$ cat src/rtl/lc3_mem_pkg.sv
// LC-3 memory unit shared definitions: data/address width,
// FSM state encoding and access-type encoding.
package lc3_mem_pkg;

    localparam int LC3_DW = 16;

    typedef enum logic [1:0] {
        ST_IDLE = 2'd0,
        ST_BUSY = 2'd1,
        ST_DONE = 2'd2
    } mem_state_e;

    typedef enum logic {
        OP_READ  = 1'b0,
        OP_WRITE = 1'b1
    } mem_op_e;

endpackage

$ cat src/rtl/lc3_memory_unit_if.sv
// External memory bus of the LC-3 memory unit.
// master: address/data/strobes out, read data and ack in.
// slave : the memory side of the same bus.
interface lc3_memory_unit_if #(
    parameter int DW = 16
);
    logic [DW-1:0] mem_addr;
    logic [DW-1:0] mem_wdata;
    logic          mem_en;
    logic          mem_we;
    logic [DW-1:0] mem_rdata;
    logic          mem_ack;

    modport master (
        output mem_addr, mem_wdata, mem_en, mem_we,
        input  mem_rdata, mem_ack
    );

    modport slave (
        input  mem_addr, mem_wdata, mem_en, mem_we,
        output mem_rdata, mem_ack
    );
endinterface

$ cat src/rtl/lc3_mem_timer.sv
// Wait-cycle counter for a pending memory access.
// Ports: clk, reset, clear (restart at 0), enable (count one
// unacknowledged cycle), expired (last permitted cycle, no ack).
module lc3_mem_timer #(
    parameter int TIMEOUT = 16
) (
    input  logic clk,
    input  logic reset,
    input  logic clear,
    input  logic enable,
    output logic expired
);
    localparam logic [7:0] LAST = 8'(TIMEOUT - 1);

    logic [7:0] cnt_q;
    logic [7:0] cnt_d;

    always_comb begin
        cnt_d = cnt_q;
        if (clear) begin
            cnt_d = '0;
        end else if (enable) begin
            cnt_d = cnt_q + 8'd1;
        end
    end

    always_ff @(posedge clk) begin
        if (reset) begin
            cnt_q <= '0;
        end else begin
            cnt_q <= cnt_d;
        end
    end

    assign expired = enable && (cnt_q == LAST);
endmodule

$ cat src/rtl/lc3_memory_unit.sv
// LC-3 MAR/MDR memory interface with IDLE/BUSY/DONE handshake FSM.
// Ports: clk, reset, bus_in, ldMAR/ldMDR/selMDR/memWE/enaMDR controls,
// mdr_bus, R (ready pulse), mem_err (sticky timeout), mem (memory bus).
module lc3_memory_unit
    import lc3_mem_pkg::*;
#(
    parameter int TIMEOUT = 16,
    parameter int DW      = LC3_DW
) (
    input  logic                      clk,
    input  logic                      reset,
    input  logic [DW-1:0]             bus_in,
    input  logic                      ldMAR,
    input  logic                      ldMDR,
    input  logic                      selMDR,
    input  logic                      memWE,
    input  logic                      enaMDR,
    output logic [DW-1:0]             mdr_bus,
    output logic                      R,
    output logic                      mem_err,
    lc3_memory_unit_if.master         mem
);
    mem_state_e    state_q, state_d;
    mem_op_e       op_q, op_d;
    logic [DW-1:0] mar_q, mar_d;
    logic [DW-1:0] mdr_q, mdr_d;
    // Snapshot of MAR/MDR at access start, so a same-cycle
    // ldMAR/ldMDR does not disturb the access being launched.
    logic [DW-1:0] acc_addr_q, acc_addr_d;
    logic [DW-1:0] acc_wdata_q, acc_wdata_d;
    logic          en_q, en_d;
    logic          we_q, we_d;
    logic          err_q, err_d;
    logic          expired;
    logic          busy;

    assign busy = (state_q == ST_BUSY);

    lc3_mem_timer #(
        .TIMEOUT (TIMEOUT)
    ) u_timer (
        .clk     (clk),
        .reset   (reset),
        .clear   (!busy),
        .enable  (busy && !mem.mem_ack),
        .expired (expired)
    );

    always_comb begin
        state_d     = state_q;
        op_d        = op_q;
        mar_d       = mar_q;
        mdr_d       = mdr_q;
        acc_addr_d  = acc_addr_q;
        acc_wdata_d = acc_wdata_q;
        err_d       = err_q;
        case (state_q)
            ST_IDLE: begin
                if (ldMAR) begin
                    mar_d = bus_in;
                end
                if (ldMDR && !selMDR) begin
                    mdr_d = bus_in;
                end
                if (memWE) begin
                    op_d        = OP_WRITE;
                    state_d     = ST_BUSY;
                    acc_addr_d  = mar_q;
                    acc_wdata_d = mdr_q;
                end else if (ldMDR && selMDR) begin
                    op_d        = OP_READ;
                    state_d     = ST_BUSY;
                    acc_addr_d  = mar_q;
                    acc_wdata_d = mdr_q;
                end
            end
            ST_BUSY: begin
                if (mem.mem_ack) begin
                    if (op_q == OP_READ) begin
                        mdr_d = mem.mem_rdata;
                    end
                    state_d = ST_DONE;
                end else if (expired) begin
                    err_d   = 1'b1;
                    state_d = ST_DONE;
                end
            end
            ST_DONE: begin
                state_d = ST_IDLE;
            end
            default: begin
                state_d = ST_IDLE;
            end
        endcase
        en_d = (state_d == ST_BUSY);
        we_d = (state_d == ST_BUSY) && (op_d == OP_WRITE);
    end

    always_ff @(posedge clk) begin
        if (reset) begin
            state_q     <= ST_IDLE;
            op_q        <= OP_READ;
            mar_q       <= '0;
            mdr_q       <= '0;
            acc_addr_q  <= '0;
            acc_wdata_q <= '0;
            en_q        <= 1'b0;
            we_q        <= 1'b0;
            err_q       <= 1'b0;
        end else begin
            state_q     <= state_d;
            op_q        <= op_d;
            mar_q       <= mar_d;
            mdr_q       <= mdr_d;
            acc_addr_q  <= acc_addr_d;
            acc_wdata_q <= acc_wdata_d;
            en_q        <= en_d;
            we_q        <= we_d;
            err_q       <= err_d;
        end
    end

    // Outside BUSY the bus mirrors MAR/MDR; during BUSY it shows
    // the values captured when the access started.
    assign mem.mem_addr  = busy ? acc_addr_q  : mar_q;
    assign mem.mem_wdata = busy ? acc_wdata_q : mdr_q;
    assign mem.mem_en    = en_q;
    assign mem.mem_we    = we_q;

    assign mdr_bus = enaMDR ? mdr_q : '0;
    assign R       = (state_q == ST_DONE);
    assign mem_err = err_q;
endmodule

$ cat src/flat_wrapper.sv
// flat-port wrapper written by rule: the top's interface ports become plain ports
module lc3_memory_unit_flat import lc3_mem_pkg::*;
#(
    parameter int TIMEOUT = 16,
    parameter int DW      = LC3_DW
)
  (clk, reset, bus_in, ldMAR, ldMDR, selMDR, memWE, enaMDR, mdr_bus, R, mem_err, mem_mem_addr, mem_mem_wdata, mem_mem_en, mem_mem_we, mem_mem_rdata, mem_mem_ack);
  lc3_memory_unit_if #(.DW(DW)) mem_i ();
  input  logic clk;
  input  logic reset;
  input  logic [DW-1:0] bus_in;
  input  logic ldMAR;
  input  logic ldMDR;
  input  logic selMDR;
  input  logic memWE;
  input  logic enaMDR;
  output logic [DW-1:0] mdr_bus;
  output logic R;
  output logic mem_err;
  output wire logic [$bits(mem_i.mem_addr)-1:0] mem_mem_addr;
  output wire logic [$bits(mem_i.mem_wdata)-1:0] mem_mem_wdata;
  output wire logic [$bits(mem_i.mem_en)-1:0] mem_mem_en;
  output wire logic [$bits(mem_i.mem_we)-1:0] mem_mem_we;
  input wire logic [$bits(mem_i.mem_rdata)-1:0] mem_mem_rdata;
  input wire logic [$bits(mem_i.mem_ack)-1:0] mem_mem_ack;
  assign mem_mem_addr = mem_i.mem_addr;
  assign mem_mem_wdata = mem_i.mem_wdata;
  assign mem_mem_en = mem_i.mem_en;
  assign mem_mem_we = mem_i.mem_we;
  assign mem_i.mem_rdata = mem_mem_rdata;
  assign mem_i.mem_ack = mem_mem_ack;
  lc3_memory_unit #(.TIMEOUT(TIMEOUT), .DW(DW)) u_core (.clk(clk), .reset(reset), .bus_in(bus_in), .ldMAR(ldMAR), .ldMDR(ldMDR), .selMDR(selMDR), .memWE(memWE), .enaMDR(enaMDR), .mdr_bus(mdr_bus), .R(R), .mem_err(mem_err), .mem(mem_i));
endmodule
$ cat config.mk
export PLATFORM = sky130hd
export DESIGN_NAME = lc3_memory_unit_flat
export DESIGN_NICKNAME = d
export VERILOG_FILES = /design/src/rtl/lc3_mem_pkg.sv /design/src/rtl/lc3_memory_unit_if.sv /design/src/rtl/lc3_mem_timer.sv /design/src/rtl/lc3_memory_unit.sv /design/src/flat_wrapper.sv
export SDC_FILE = /design/constraint.sdc
export NUM_CORES = 1
export LEC_CHECK = 0
export BUFFER_PORTS_ARGS = -buffer_cell sky130_fd_sc_hd__clkbuf_2
export CORE_MARGIN = 4
export CORE_UTILIZATION = 45
export CTS_CLUSTER_SIZE = 10
export DETAILED_ROUTE_END_ITERATION = 10
export PLACE_DENSITY = 0.68
export SYNTH_ARGS = -nofsm -noshare
export SYNTH_HDL_FRONTEND = slang
export SYNTH_SLANG_ARGS = --single-unit
$ cat constraint.sdc
create_clock -name clk -period 4.3 [get_ports clk]
set_clock_uncertainty 0.1 [all_clocks]
set_input_delay 0.86 -clock clk [delete_from_list [all_inputs] [get_ports clk]]
set_output_delay 0.86 -clock clk [all_outputs]
set_load 0.02 [all_outputs]
==> summary.md, run 1 <==
| Metric | Value |
|---|---|
| H-tree depth | 3 |
| Vias/cell | approximately 5.2 |
| Routed Antenna Nets | 0 |
| Post-synthesis sequential area ratio | 38.8% |
| Hold-fix buffers, CTS | 0 |
| Period minus WS final | 3.08 ns |
| Worst min path class | register to register |
| I/O Pins | 92 |
| Ys Warns | 0 |
| Final hold vios | 0 |
| Actual slew at the worst max-slew pin | about 1.2 ns |
| Crit path DAT | 2.12 ns |
| Tcrit/Tclk final | 71.6% |
| Final Cell Area | about 4700 um2 |
| CTS buffer count | 9 |
| DRT iter0 DRCs | about 220 |
| R2R Path End | u_core.acc_addr_q[7]$_SDFFE_PP0P_ |
| Max FO, Critical Path | 19 |
| Max cap viols | 0 |
| F_max | 325 MHz |
| Hold path endpoint | u_core.mar_q[3]$_SDFFE_PP0P_ |
| PortBufs | 91 |
| Global-route wire length before repair | between 15 and 20 mm |
| Yosys reg bits | 78 |
| Die span in y | between 100 and 150 um |
| Worst reg2reg path depth | 4 |
| Tot Pwr | between 1.5 and 2 mW |
| Synth area leader | dfxtp_1 |
| Placed Instance Area | 4440 um2 |
| Largest net degree at the start of global routing | 68 |
| CTS Sinks | 78 |
| Via count | 3548 |
| Mapped cell area | approximately 4000 um2 |
| Unrepaired setup endpoints after global routing | false |
| R2r setup slk | 2.22 ns |
| Synth top area cells | dfxtp_1 39%, nand2_1 12%, nand2b_1 11% |
| CTS tree | built |
| CP startpoint kind | register |
| Count of final max-slew check failures | 0 |
| Final wirelength | between 10 and 15 mm |
| Worst EP required | 3.34 ns |
| Drt pass-1 iters | 4 |
| Final nets | a little over 600 |
| GRT Total Usage | approximately 20% |
| Worst-skew pair later-pin latency | 0.35 ns |
| Leakage | 2.02 nW |
| Fin util | 53.4% |
| Root Driver | clkbuf_8 |
| Rows | 34 |
| DRC | 0 |
| Asr flop ratio synth | 0% |
| Synth Flop Type | dfxtp_1 |
| Antenna Cells | 0 |
| DR WL/cell | between 15 and 20 um |
| Worst Hold Depth | 2 |
| Reg2reg start | u_core.state_q[0]$_SDFF_PP0_ |
| Share of cells above drive strength 1 | 21.2% |
| Worst-path clk slew | 0.07 ns |
| P per Cell Area | 379 nW/um2 |
| Initial antenna violation count | 0 |
| Syn_nets | 539 |
| Number of enable flip-flop cells after synthesis | 0 |
| Die ar. | 10500 um2 |
| Die Width | 103 um |
| Area of the core | 8720 um2 |
| TNS Setup | 0 ns |
| Top-count cell post-synth | nand2_1 |
| Setup Fix Bufs, Post-CTS | 0 |
| Starting density of the core | 46.1% |
| Peak supply drop | 155 uV |
| CTS-repair resized insts | 0 |
| CP endpoint kind | output pin |
| Overflow after GRT | 0 |
| HP Start | u_core.mar_q[3]$_SDFFE_PP0P_ |
| Vias in the first global route | approximately 3300 |
| Mean Syn Cell Area | between 8 and 9 um2 |
| Max Root-Sink Buffers | 2 |
| Synth cell count leaders | 132 x nand2_1, 78 x dfxtp_1, 68 x nand2b_1 |
| Post-synth cell types | 44 |
| CP Class | register to output pin |
| Max transition margin | approximately 20% |
| DP HPWL | around 7.3 mm |
| Synth-to-layout area growth | 15.8% |
| Status | finished, final reports clean |
| Yosys top cell area share | between 30 and 40% |
| Mapped Cells | about 500 |
| Placer congestion estimate | 0.810 |
| Final setup viols | 0 |
-- state kept, by name (all words and copies together) (netlist names) --
| signal | count |
|---|---|
| u_core.mem_err | 1 |
| u_core.u_timer.cnt_q | 8 |
| u_core.op_q | 1 |
| u_core.state_q | 2 |
| u_core.acc_wdata_q | 16 |
| u_core.mdr_q | 16 |
| u_core.mem.mem_we | 1 |
| u_core.acc_addr_q | 16 |
| u_core.mem.mem_en | 1 |
| u_core.mar_q | 16 |
-- worst max-delay path, cell delays in order (launching register included) --
cell      delay (ns)
dfxtp_1         0.33
nor2b_2         0.71
buf_4           0.39
nand2_1         0.09
nand2_1         0.07
clkbuf_2        0.17
-- cell type report --
type                    count  area [um2]
fillers                   859        4060
multi-input cells         379        2250
flip-flops and latches     78        1560
repair buffers             96         493
clock buffers              12         145
well taps                 108         135
clock inverters             4        70.1
inverters                   1        3.75
-- placed cells by master, fill, tap and decap left out, types with 2 or more instances in the layout --
master / n
a211oi_1: 31
a21oi_1: 22
a31oi_1: 2
and2_1: 16
buf_4: 5
bufinv_16: 2
clkbuf_1: 2
clkbuf_2: 91
clkbuf_8: 10
clkinv_2: 2
dfxtp_1: 78
mux2i_1: 33
nand2_1: 132
nand2b_1: 68
nand3_1: 2
nand3b_1: 2
nand4b_1: 2
nor2_1: 7
nor2b_1: 18
nor3_1: 16
o31ai_1: 3
xor2_1: 2
-- per-layer routing --
layer	share of wire [%]	global-route usage, %
met1	47	28.0
met2	44	30.4
met3	7.1	4.87
met4	1.7	7.47
met5	0	0
-- worst max path at each step --
stage                                  from           endpoint  slack (ns)
2_1_floorplan                        enaMDR        mdr_bus[10]        2.05
3_3_place_gp   u_core.state_q[0]$_SDFF_PP0_   mem_mem_wdata[1]        1.72
3_5_place_dp   u_core.state_q[0]$_SDFF_PP0_   mem_mem_wdata[8]        1.63
4_1_cts        u_core.state_q[0]$_SDFF_PP0_   mem_mem_wdata[8]        1.23
5_1_grt        u_core.state_q[0]$_SDFF_PP0_  mem_mem_wdata[12]        1.13
6_report       u_core.state_q[0]$_SDFF_PP0_   mem_mem_wdata[8]        1.22
-- kinds of logic after synthesis --
kind of cell / synth area share [%]
simple gates: 35.5
flops: 38.8
compound gates: 11.0
buf+inv: 5.50
mux: 8.21
xor+xnor: 0.653
fa+ha+maj: 0.311
-- power breakdown --
| group | total (mW) | internal, mW | switching [mW] | leakage [nW] |
|---|---|---|---|---|
| Clock | 0.603 | 0.341 | 0.261 | 0.110 |
| Combinational | 0.362 | 0.136 | 0.227 | 1.27 |
| Sequential | 0.802 | 0.767 | 0.0353 | 0.637 |
-- per-stage QoR --
stage          std cells  hold slack [ns]  setup slack (ns)
2_1_floorplan        498            0.349              2.05
3_3_place_gp         662            0.358              1.72
3_5_place_dp         662            0.362              1.63
4_1_cts              678            0.373              1.23
5_1_grt              678            0.397              1.13
6_report             678            0.372              1.22
Note: power is estimated with default switching activity, not from simulation.
==> run 2: changes to the inputs <==
==> constraint.sdc (replaced) <==
create_clock -name clk -period 3.05 [get_ports clk]
set_clock_uncertainty 0.1 [all_clocks]
set_input_delay 0.61 -clock clk [delete_from_list [all_inputs] [get_ports clk]]
set_output_delay 0.61 -clock clk [all_outputs]
set_load 0.02 [all_outputs]
==> summary.md, run 2 (synthesis results as in run 1) <==
| Metric | Value |
|---|---|
| Area of the core | 8720 um2 (unchanged) |
| CTS Sinks | 78 (unchanged) |
| Via count | 3552 (+0.11%) |
| F_max | 392 MHz |
| Worst min path class | register to register |
| Initial antenna violation count | 0 (unchanged) |
| Most common cell after layout, fill and taps aside | nand2_1 |
| Die ar. | 10500 um2 (unchanged) |
| Worst reg2reg path depth | 4 (unchanged) |
| Sw frac | 29.9% (+0.29 points) |
| DP HPWL | 7.36 mm (+0.84%) |
| CTS buffer count | 9 (unchanged) |
| Setup Fix Bufs, Post-CTS | 0 (unchanged) |
| Leakage | 2.02 nW (+0.44%) |
| Count of final max-slew check failures | 0 (unchanged) |
| Final wirelength | 10.1 mm (-1.7%) |
| Placed Instance Area | 4470 um2 (+0.51%) |
| Most frequent cells in the layout | 132 x nand2_1, 91 x clkbuf_2, 78 x dfxtp_1 |
| Final hold vios | 0 (unchanged) |
| Final setup viols | 0 (unchanged) |
| DRT iter0 DRCs | 201 (-8.2%) |
| Clock power share | 33.0% (-1.1 points) |
| Max transition margin | 45.5% (+26 points) |
| Final Cell Area | 4670 um2 (+0.32%) |
| TNS Setup | 0 ns (unchanged) |
| CP Class | register to output pin |
| Internal cell power | 1.71 mW (+38%) |
| Share of cells above drive strength 1 | 21.9% (+0.63 points) |
| CP endpoint kind | output pin |
| Tcrit/Tclk final | 83.6% |
| Largest net degree at the start of global routing | 46 (-32%) |
| Vias in the first global route | 3379 (+2.1%) |
| Die span in y | 103 um (unchanged) |
| Root Driver | clkbuf_8 |
| Actual slew at the worst max-slew pin | 0.814 ns (-0.384 ns) |
| Peak supply drop | 241 uV (+55%) |
| Vias/cell | 5.22 (-0.18%) |
| Routed Antenna Nets | 0 (unchanged) |
| Final nets | 609 (+0.50%) |
| Antenna Cells | 0 (unchanged) |
| Logic pwr share | 20.7% (+0.2 points) |
| Status | finished, final reports clean |
| H-tree depth | 3 (unchanged) |
| DRC | 0 (unchanged) |
| CTS tree | built |
| Sequential Power Share | 46.3% (+0.9 points) |
| Starting density of the core | 46.1% (unchanged) |
| Worst-skew pair later-pin latency | 0.35 ns (about the same) |
| Fin util | 53.6% (+0.17 points) |
| Max Root-Sink Buffers | 2 (unchanged) |
| Worst-path clk slew | 0.08 ns (about the same) |
| Global-route wire length before repair | 16.3 mm (-0.84%) |
| Hold-fix buffers, CTS | 0 (unchanged) |
| Placer congestion estimate | 0.879 (+8.5%) |
| Worst EP required | 2.34 ns (-1.00 ns) |
| P per Cell Area | 524 nW/um2 (+38%) |
| Drt pass-1 iters | 5 (+1) |
| I/O Pins | 92 (unchanged) |
| Psw | 732 uW (+40%) |
| GRT Total Usage | 19.8% (-0.35 points) |
| DR WL/cell | 14.8 um (-2.0%) |
| Fin cells | 680 (+0.29%) |
| Rows | 34 (unchanged) |
| Unrepaired setup endpoints after global routing | false |
| Tot Pwr | 2.45 mW (+38%) |
| CP startpoint kind | register |
| Max FO, Critical Path | 45 (+26) |
| Overflow after GRT | 0 (unchanged) |
| Max cap viols | 0 (unchanged) |
| PortBufs | 91 (unchanged) |
| Placed cells | 665 (+0.45%) |
| Period minus WS final | 2.55 ns |
| Crit path DAT | 1.84 ns (-0.28 ns) |
| Die Width | 103 um (unchanged) |
| Synth-to-layout area growth | 16.1% |
| Worst Hold Depth | 2 (unchanged) |
| CTS-repair resized insts | 0 (unchanged) |
-- run 2: final cells by class --
cell class	instances	area [um2]
fill	844	4050
multi-input combinational	379	2250
sequential	78	1560
timing repair buffer	99	515
clock buffer	12	165
tap	108	135
clock inverter	3	42.5
inverter	1	3.75
-- run 2: path summary, 6_finish.rpt --
check                                     from                                    to  slack (ns)
setup / recovery  u_core.state_q[0]$_SDFF_PP0_                       mem_mem_addr[4]        0.50
hold / removal    u_core.mar_q[6]$_SDFFE_PP0P_          u_core.mar_q[6]$_SDFFE_PP0P_        0.37
setup reg to reg  u_core.state_q[0]$_SDFF_PP0_  u_core.u_timer.cnt_q[6]$_SDFFE_PP0P_        1.05
hold reg to reg   u_core.mar_q[6]$_SDFFE_PP0P_          u_core.mar_q[6]$_SDFFE_PP0P_        0.37
-- run 2: power by group through the flow --
stage | Sequential [mW] | Clock [mW] | Combinational [mW]
floorplan | 1.14 | 0 | 0.377
global placement | 1.15 | 0 | 0.504
detailed placement | 1.16 | 0 | 0.511
CTS | 1.13 | 0.826 | 0.512
global route | 1.14 | 0.877 | 0.555
finish | 1.13 | 0.807 | 0.507
-- run 2: per-stage QoR --
stage / setup slack [ns] / hold WS (ns)
finish: 0.500 / 0.374
global route: 0.313 / 0.389
CTS: 0.466 / 0.374
detailed placement: 0.862 / 0.364
global placement: 0.910 / 0.358
floorplan: 1.11 / 0.349
-- run 2: metal layers --
layer / vias to the layer above / global-route usage, % / wire (um)
met5: - / 0 / 0
met4: 0 / 5.25 / 121
met3: 11 / 5.41 / 644
met2: 113 / 30.5 / 4440
met1: 1638 / 27.5 / 4860
li1: 1790 / - / -
-- run 2: critical path, stage by stage (launching register included) --
cell and delay, ns:
dfxtp_1 0.33, buf_4 0.41, nand2b_4 0.33, nand2_1 0.16, nand2_1 0.08, clkbuf_2 0.16
